==> config.mk <==
export PLATFORM = sky130hd
export DESIGN_NAME = riscv_muldiv
export DESIGN_NICKNAME = d
export VERILOG_FILES = /design/src/rtl/riscv_constants.sv /design/src/rtl/riscv_muldiv_step.sv /design/src/rtl/riscv_muldiv.sv
export SDC_FILE = /design/constraint.sdc
export NUM_CORES = 1
export LEC_CHECK = 0
export CAP_MARGIN = 40
export CORE_MARGIN = 1
export CORE_UTILIZATION = 47
export CTS_CLUSTER_DIAMETER = 60
export DETAILED_ROUTE_END_ITERATION = 8
export GPL_TIMING_DRIVEN = 0
export PLACE_DENSITY = 0.66
export SETUP_SLACK_MARGIN = 0.3
export SLEW_MARGIN = 10
export SYNTH_ARGS = -nofsm -noshare
export SYNTH_HDL_FRONTEND = slang
export SYNTH_SLANG_ARGS = --single-unit
==> constraint.sdc <==
create_clock -name clk_in -period 4 [get_ports clk_in]
set_input_delay 0.4 -clock clk_in [delete_from_list [all_inputs] [get_ports clk_in]]
set_output_delay 0.4 -clock clk_in [all_outputs]
set_load 0.005 [all_outputs]
==> src/rtl/riscv_constants.sv <==
// Shared RV32M encodings and multiply/divide unit state type.
package riscv_constants;

  typedef enum logic [2:0] {
    FN_MUL    = 3'd0,
    FN_MULH   = 3'd1,
    FN_MULHSU = 3'd2,
    FN_MULHU  = 3'd3,
    FN_DIV    = 3'd4,
    FN_DIVU   = 3'd5,
    FN_REM    = 3'd6,
    FN_REMU   = 3'd7
  } muldiv_func_t;

  typedef enum logic [1:0] {
    ST_IDLE,
    ST_BUSY,
    ST_FIX,
    ST_DONE
  } muldiv_state_t;

  function automatic logic is_div(input muldiv_func_t f);
    return f[2];
  endfunction

  function automatic logic rs1_signed(input muldiv_func_t f);
    return (f == FN_MULH) || (f == FN_MULHSU) || (f == FN_DIV) || (f == FN_REM);
  endfunction

  function automatic logic rs2_signed(input muldiv_func_t f);
    return (f == FN_MULH) || (f == FN_DIV) || (f == FN_REM);
  endfunction

endpackage

==> src/rtl/riscv_muldiv_step.sv <==
// One iteration of BITS bits: shift-add multiply or restoring divide on
// unsigned magnitudes held in a {high, low} accumulator.
module riscv_muldiv_step #(
  parameter int XLEN = 32,
  parameter int BITS = 1
) (
  input  logic              div_op,
  input  logic [XLEN-1:0]   operand,
  input  logic [2*XLEN-1:0] acc_in,
  output logic [2*XLEN-1:0] acc_out
);

  logic [BITS:0][2*XLEN-1:0] stage;

  assign stage[0] = acc_in;

  generate
    for (genvar gi = 0; gi < BITS; gi++) begin : g_bit
      logic [XLEN:0]   sum;
      logic [XLEN:0]   shifted;
      logic [XLEN-1:0] diff;
      logic [XLEN-1:0] rem_new;
      logic            ge;

      // Multiply: high half accumulates the multiplicand, whole word shifts right.
      assign sum     = {1'b0, stage[gi][2*XLEN-1:XLEN]} + (stage[gi][0] ? {1'b0, operand} : '0);
      // Divide: high half is the partial remainder, low half shifts quotient bits in.
      assign shifted = {stage[gi][2*XLEN-1:XLEN], stage[gi][XLEN-1]};
      assign ge      = shifted >= {1'b0, operand};
      assign diff    = shifted[XLEN-1:0] - operand;
      assign rem_new = ge ? diff : shifted[XLEN-1:0];

      assign stage[gi+1] = div_op ? {rem_new, stage[gi][XLEN-2:0], ge}
                                  : {sum, stage[gi][XLEN-1:1]};
    end
  endgenerate

  assign acc_out = stage[BITS];

endmodule

==> src/rtl/riscv_muldiv.sv <==
// Iterative RV32M multiply/divide unit with valid/ready handshakes on both
// sides, flush support and single-edge handling of divide special cases.
module riscv_muldiv
  import riscv_constants::*;
#(
  parameter int XLEN           = 32,
  parameter int BITS_PER_CYCLE = 1
) (
  input  logic            clk_in,
  input  logic            rst_n_in,
  input  logic            valid_in,
  output logic            ready_out,
  input  logic [2:0]      func_in,
  input  logic [XLEN-1:0] a_in,
  input  logic [XLEN-1:0] b_in,
  input  logic            flush_in,
  output logic            valid_out,
  input  logic            ready_in,
  output logic [XLEN-1:0] result_out,
  output logic            busy_out
);

  localparam int STEPS = XLEN / BITS_PER_CYCLE;
  localparam int CW    = $clog2(STEPS + 1);
  localparam logic [XLEN-1:0] MOST_NEG = {1'b1, {(XLEN-1){1'b0}}};

  muldiv_state_t     state_reg, state_next;
  muldiv_func_t      func_reg, func_new;
  logic [XLEN-1:0]   a_reg, b_reg, operand_reg, result_reg;
  logic [2*XLEN-1:0] acc_reg, acc_step;
  logic [CW-1:0]     count_reg;

  logic            accept, div_op;
  logic            a_neg_in, b_neg_in, div_zero, overflow, special;
  logic [XLEN-1:0] a_mag_in, b_mag_in, special_result;
  logic            a_neg_r, b_neg_r;
  logic [2*XLEN-1:0] prod_fix;
  logic [XLEN-1:0] quo_raw, rem_raw, quo_fix, rem_fix, fix_result;

  // Request-side decode, evaluated on the raw inputs at the accepting edge.
  always_comb begin
    func_new       = muldiv_func_t'(func_in);
    a_neg_in       = rs1_signed(func_new) && a_in[XLEN-1];
    b_neg_in       = rs2_signed(func_new) && b_in[XLEN-1];
    a_mag_in       = a_neg_in ? -a_in : a_in;
    b_mag_in       = b_neg_in ? -b_in : b_in;
    div_zero       = (b_in == '0);
    overflow       = ((func_new == FN_DIV) || (func_new == FN_REM)) &&
                     (a_in == MOST_NEG) && (b_in == '1);
    special        = is_div(func_new) && (div_zero || overflow);
    // funct3 bit 1 distinguishes REM/REMU from DIV/DIVU.
    special_result = div_zero ? (func_new[1] ? a_in : '1)
                              : (func_new[1] ? '0 : a_in);
  end

  assign accept = (state_reg == ST_IDLE) && valid_in && !flush_in;
  assign div_op = is_div(func_reg);

  riscv_muldiv_step #(
    .XLEN (XLEN),
    .BITS (BITS_PER_CYCLE)
  ) u_step (
    .div_op  (div_op),
    .operand (operand_reg),
    .acc_in  (acc_reg),
    .acc_out (acc_step)
  );

  // Sign restoration from the latched operands.
  always_comb begin
    a_neg_r  = rs1_signed(func_reg) && a_reg[XLEN-1];
    b_neg_r  = rs2_signed(func_reg) && b_reg[XLEN-1];
    prod_fix = (a_neg_r ^ b_neg_r) ? -acc_reg : acc_reg;
    quo_raw  = acc_reg[XLEN-1:0];
    rem_raw  = acc_reg[2*XLEN-1:XLEN];
    quo_fix  = (a_neg_r ^ b_neg_r) ? -quo_raw : quo_raw;
    rem_fix  = a_neg_r ? -rem_raw : rem_raw;
    case (func_reg)
      FN_MUL:                        fix_result = prod_fix[XLEN-1:0];
      FN_MULH, FN_MULHSU, FN_MULHU:  fix_result = prod_fix[2*XLEN-1:XLEN];
      FN_DIV, FN_DIVU:               fix_result = quo_fix;
      default:                       fix_result = rem_fix;
    endcase
  end

  always_comb begin
    state_next = state_reg;
    case (state_reg)
      ST_IDLE: if (accept) state_next = special ? ST_DONE : ST_BUSY;
      ST_BUSY: if (count_reg == CW'(1)) state_next = ST_FIX;
      ST_FIX:  state_next = ST_DONE;
      ST_DONE: if (ready_in) state_next = ST_IDLE;
      default: state_next = ST_IDLE;
    endcase
    if (flush_in) state_next = ST_IDLE;
  end

  always_ff @(posedge clk_in) begin
    if (!rst_n_in) state_reg <= ST_IDLE;
    else           state_reg <= state_next;
  end

  always_ff @(posedge clk_in) begin
    if (!rst_n_in) begin
      func_reg    <= FN_MUL;
      a_reg       <= '0;
      b_reg       <= '0;
      operand_reg <= '0;
      acc_reg     <= '0;
      count_reg   <= '0;
      result_reg  <= '0;
    end else begin
      case (state_reg)
        ST_IDLE: if (accept) begin
          func_reg  <= func_new;
          a_reg     <= a_in;
          b_reg     <= b_in;
          count_reg <= CW'(STEPS);
          if (is_div(func_new)) begin
            acc_reg     <= {{XLEN{1'b0}}, a_mag_in};
            operand_reg <= b_mag_in;
          end else begin
            acc_reg     <= {{XLEN{1'b0}}, b_mag_in};
            operand_reg <= a_mag_in;
          end
          if (special) result_reg <= special_result;
        end
        ST_BUSY: begin
          acc_reg   <= acc_step;
          count_reg <= count_reg - CW'(1);
        end
        ST_FIX:  result_reg <= fix_result;
        default: ;
      endcase
    end
  end

  assign ready_out  = (state_reg == ST_IDLE);
  assign busy_out   = (state_reg != ST_IDLE);
  assign valid_out  = (state_reg == ST_DONE);
  assign result_out = result_reg;

endmodule

==> impl_summary.txt <==
----------------------------------------------------
[Run status]
  Status ... completed

[Final layout]
  Number of nets in the final layout ... 2,450
  Count of inserted antenna diode cells ... 0
  Layout cell share with drive strength beyond 1 ... 6.10%
  Flip-flop count of the largest register after layout ... 64
  Area Growth Syn to Fin ... 16.1%
  Finished layout cell area ... 17,800 um2

[Logic synthesis]
  Portion of the post-synthesis area used by sequential elements ... 18.4%
  Dominant synthesized flop cell ... sky130_fd_sc_hd__dfxtp_1
  Combined area of all synthesized cells ... 15,400 um2
  Synth Area per Inst ... 7.12 um2
  Flip-flop and latch count after synthesis ... 141
  Number of nets produced by synthesis ... 2,309
  Number of warnings printed during yosys synthesis ... 0
  Post-synth cell types ... 91
  Number of standard cells after synthesis ... 2,160
  Number of synthesized flops with an enable pin ... 0
  Share of flip-flops with an asynchronous set or reset after synthesis ... 0%

[Pwr]
  Cell-internal power ... 0.00308 W
  Logic gate share of total power ... 34.8%
  Seq pwr share ... 31.2%
  Total power draw ... 0.00499 W
  Maximum vdd ir drop ... 0.000305 V
  Share of total power consumed by net switching ... 38.4%
  Leakage power of the design ... 6.64 nW
  Clock share of power ... 34.0%
  Switch Pwr ... 0.00192 W
  Power density over cell area ... 280 nW/um2

[Timing]
  Final Slew Violations ... 0
  Post-layout minimum cycle time ... 3600 ps
  Setup repair after global routing missed its margin ... false
  Slew at the pin closest to its max-slew limit ... 890 ps
  Setup Viol. Count Final ... 0
  Hold violation count in the final report ... 0
  Fin Clk Skew ... 12.1 ps
  Share of the clock period used by the worst path after layout ... 90.1%
  Max frequency ... 277 MHz
  Worst-case headroom to the max-slew limit ... 40.7%

[Placed design]
  RePlAce Congestion ... 1.06
  Post-detail-place hpwl ... 55,800 um
  Placement Cell Area ... 17,000 um2
  Count of port buffers added during placement ... 105

[Setup path]
  Worst r2r path cells ... 12
  Required time of the critical path ... 4330 ps
  Crit path capture type ... register
  CP Launch Point ... a_in[0]
  Crit Reg-Reg Startpoint ... operand_reg[28]
  Worst R2R End ... acc_reg[46]
  Setup CP Type ... in2reg
  Cell breakdown of the critical path ... clkdlybuf4s50_1, inv_1, ha_1, nor4b_2, nand3_2, nor4_4, a41o_1, a31oi_1, clkbuf_1, clkbuf_2, a211oi_2, nor2_1
  Max stage delay cell, worst path ... sky130_fd_sc_hd__clkdlybuf4s50_1
  CP Max Fanout ... 10
  Critical path's largest stage delay ... 520 ps
  Critical Path Start Type ... input port
  Arr. time, crit path ... 3930 ps
  Worst setup slack for register-to-register paths ... 400 ps

[Die]
  Die outline area ... 33,500 um2
  Overall die width ... 183 um
  Placeable core region ... 31,900 um2
  Height of the die ... 183 um
  Number of top-level pins ... 107
  Site Rows ... 65
  Starting utilization of the core area ... 48.2%

[Global route]
  Global-route wire length before repair ... 103,000 um
  Largest net degree at the start of global routing ... 17
  Total routing usage reported by global routing ... 41.2%
  Global-route congestion overflow total ... 0
  Antenna violations before repair ... 1
  Via count of the first global-routing pass ... 17,000

[Clock tree]
  Max H-tree Level ... 4
  Cell at the root of the clock tree ... sky130_fd_sc_hd__clkbuf_16
  Number of clock sinks seen by CTS ... 141
  TritonCTS clock tree ... built
  Insertion delay to the later sink of the worst-skew pair ... 450 ps
  Number of buffers between clock root and the deepest sink ... 2
  Inserted Clock Buffers ... 17
  Clock-pin transition on the worst setup and hold timing paths ... 60 ps

[Route]
  Total Wirelength ... 69,400 um
  Residual DRC ... 0
  Routed via count divided by cell count ... 6.52
  Antenna viol nets, final ... 0
  Count of TritonRoute iterations in the first routing pass ... 6
  WL/cell ... 25.3 um
  Routed via count ... 17,900
  DR iter-0 viols ... 2,103

[Worst hold path]
  Endpoint of the worst hold-timing path ... operand_reg[3]
  Worst Hold Class ... reg2reg
  Number of cells on the worst hold path ... 2
  Min-delay src ... operand_reg[3]

[Job]
  Max-capacitance violation count ... 0

----------------------------------------------------
-- cells in the final DEF, fill, tap and decap left out, types with 18 or more instances in the layout --
cell	n
sky130_fd_sc_hd__a211oi_1	59
sky130_fd_sc_hd__mux2i_1	64
sky130_fd_sc_hd__nor3_1	51
sky130_fd_sc_hd__xor2_1	83
sky130_fd_sc_hd__mux2_2	18
sky130_fd_sc_hd__clkbuf_1	127
sky130_fd_sc_hd__o211ai_1	29
sky130_fd_sc_hd__clkdlybuf4s50_1	105
sky130_fd_sc_hd__nand2_1	175
sky130_fd_sc_hd__o221ai_1	29
sky130_fd_sc_hd__nand3_1	68
sky130_fd_sc_hd__dfxtp_1	138
sky130_fd_sc_hd__o31ai_1	26
sky130_fd_sc_hd__inv_1	86
sky130_fd_sc_hd__nand4_1	23
sky130_fd_sc_hd__a21o_1	27
sky130_fd_sc_hd__a41oi_1	21
sky130_fd_sc_hd__nor2_1	217
sky130_fd_sc_hd__a21oi_1	198
sky130_fd_sc_hd__nor4_1	31
sky130_fd_sc_hd__ha_1	75
sky130_fd_sc_hd__o21ai_0	137
sky130_fd_sc_hd__xnor2_1	96
sky130_fd_sc_hd__a31oi_1	39
sky130_fd_sc_hd__maj3_1	24
-- stage by stage --
step	std cells	TNS, ps	setup slack [ps]	util [%]	hold WS, ps
final	2747	0	395	56.0	454
after global routing	2747	0	315	56.0	468
after CTS	2740	0	303	55.6	427
after detailed placement	2704	-13840	-727	53.3	447
after global placement	2700	-14620	-667	53.2	442
after floorplan	2160	0	1020	-	432
-- cell usage after synthesis (27+ instances only) --
master	number	share of area, %
sky130_fd_sc_hd__mux2i_1	64	4.2
sky130_fd_sc_hd__a211oi_1	62	3.0
sky130_fd_sc_hd__o211ai_1	29	1.4
sky130_fd_sc_hd__xnor2_1	96	5.5
sky130_fd_sc_hd__nor3_1	52	1.7
sky130_fd_sc_hd__xor2_1	83	4.7
sky130_fd_sc_hd__o221ai_1	29	1.7
sky130_fd_sc_hd__dfxtp_1	141	18
sky130_fd_sc_hd__a21o_1	27	1.3
sky130_fd_sc_hd__nand2_1	176	4.3
sky130_fd_sc_hd__nor4_1	35	1.4
sky130_fd_sc_hd__o21ai_0	140	4.6
sky130_fd_sc_hd__nand3_1	70	2.3
sky130_fd_sc_hd__clkbuf_1	134	3.3
sky130_fd_sc_hd__a21oi_1	199	6.5
sky130_fd_sc_hd__ha_1	75	6.1
sky130_fd_sc_hd__inv_1	87	2.1
sky130_fd_sc_hd__a31oi_1	39	1.6
sky130_fd_sc_hd__nor2_1	219	5.3
-- logic make-up after synthesis --
kind of cell / after synthesis / synth area share (%)
xor gates and xnor gates: 179 / 10.2
muxes: 82 / 5.48
adders and majority gates: 101 / 7.92
AOI/OAI and AO/OA: 699 / 29.4
DFF: 141 / 18.4
and+or+nand+nor: 700 / 22.0
buffers and inverters: 258 / 6.58
-- power groups by stage --
| stage | Combinational, W | Sequential [W] | Clock, W |
|---|---|---|---|
| final | 0.00174 | 0.00156 | 0.00170 |
| after floorplan | 0.00105 | 0.00155 | 0 |
| after global placement | 0.00163 | 0.00158 | 0 |
| after CTS | 0.00168 | 0.00155 | 0.00170 |
| after detailed placement | 0.00164 | 0.00158 | 0 |
| after global routing | 0.00184 | 0.00156 | 0.00176 |
-- per-layer routing --
| metal | share of wire [%] | GRT usage (%) |
|---|---|---|
| met4 | 7.2 | 27.4 |
| met2 | 45 | 67.0 |
| met1 | 39 | 49.6 |
| met5 | 0.016 | 0 |
| met3 | 8.7 | 7.90 |
-- what timing repair did --
action / 4_1_cts / 5_1_grt
pin swaps: 4 / 4
setup endpoints to repair: 65 / 44
setup buffers: 6 / 7
gates resized for setup: 25 / 27
hold buffers: 0 / 0
-- area by class of cell --
class	instances	area, um2
repair buffers	122	1180
plain buffers	170	708
clock buffers	21	450
flip-flops and latches	141	2830
well taps	435	544
fillers	3150	14000
clock inverters	9	138
multi-input cells	1761	11700
inverters	88	334
-- worst max-delay path by stage --
stage | endpoint | cells past startpoint
2_1_floorplan | acc_reg[54] | 11
6_report | result_out[13] | 12
5_1_grt | acc_reg[43] | 12
3_5_place_dp | result_out[13] | 12
4_1_cts | acc_reg[60] | 11
3_3_place_gp | result_out[13] | 12
-- critical path, delay by kind of cell --
| family | cells | cell delay [ps] |
|---|---|---|
| and+or+nand+nor | 4 | 1170 |
| AOI/OAI and AO/OA | 3 | 780 |
| adders and majority gates | 1 | 220 |
| buffers and inverters | 4 | 1340 |
No activity file was read; power rests on OpenSTA's default activity.
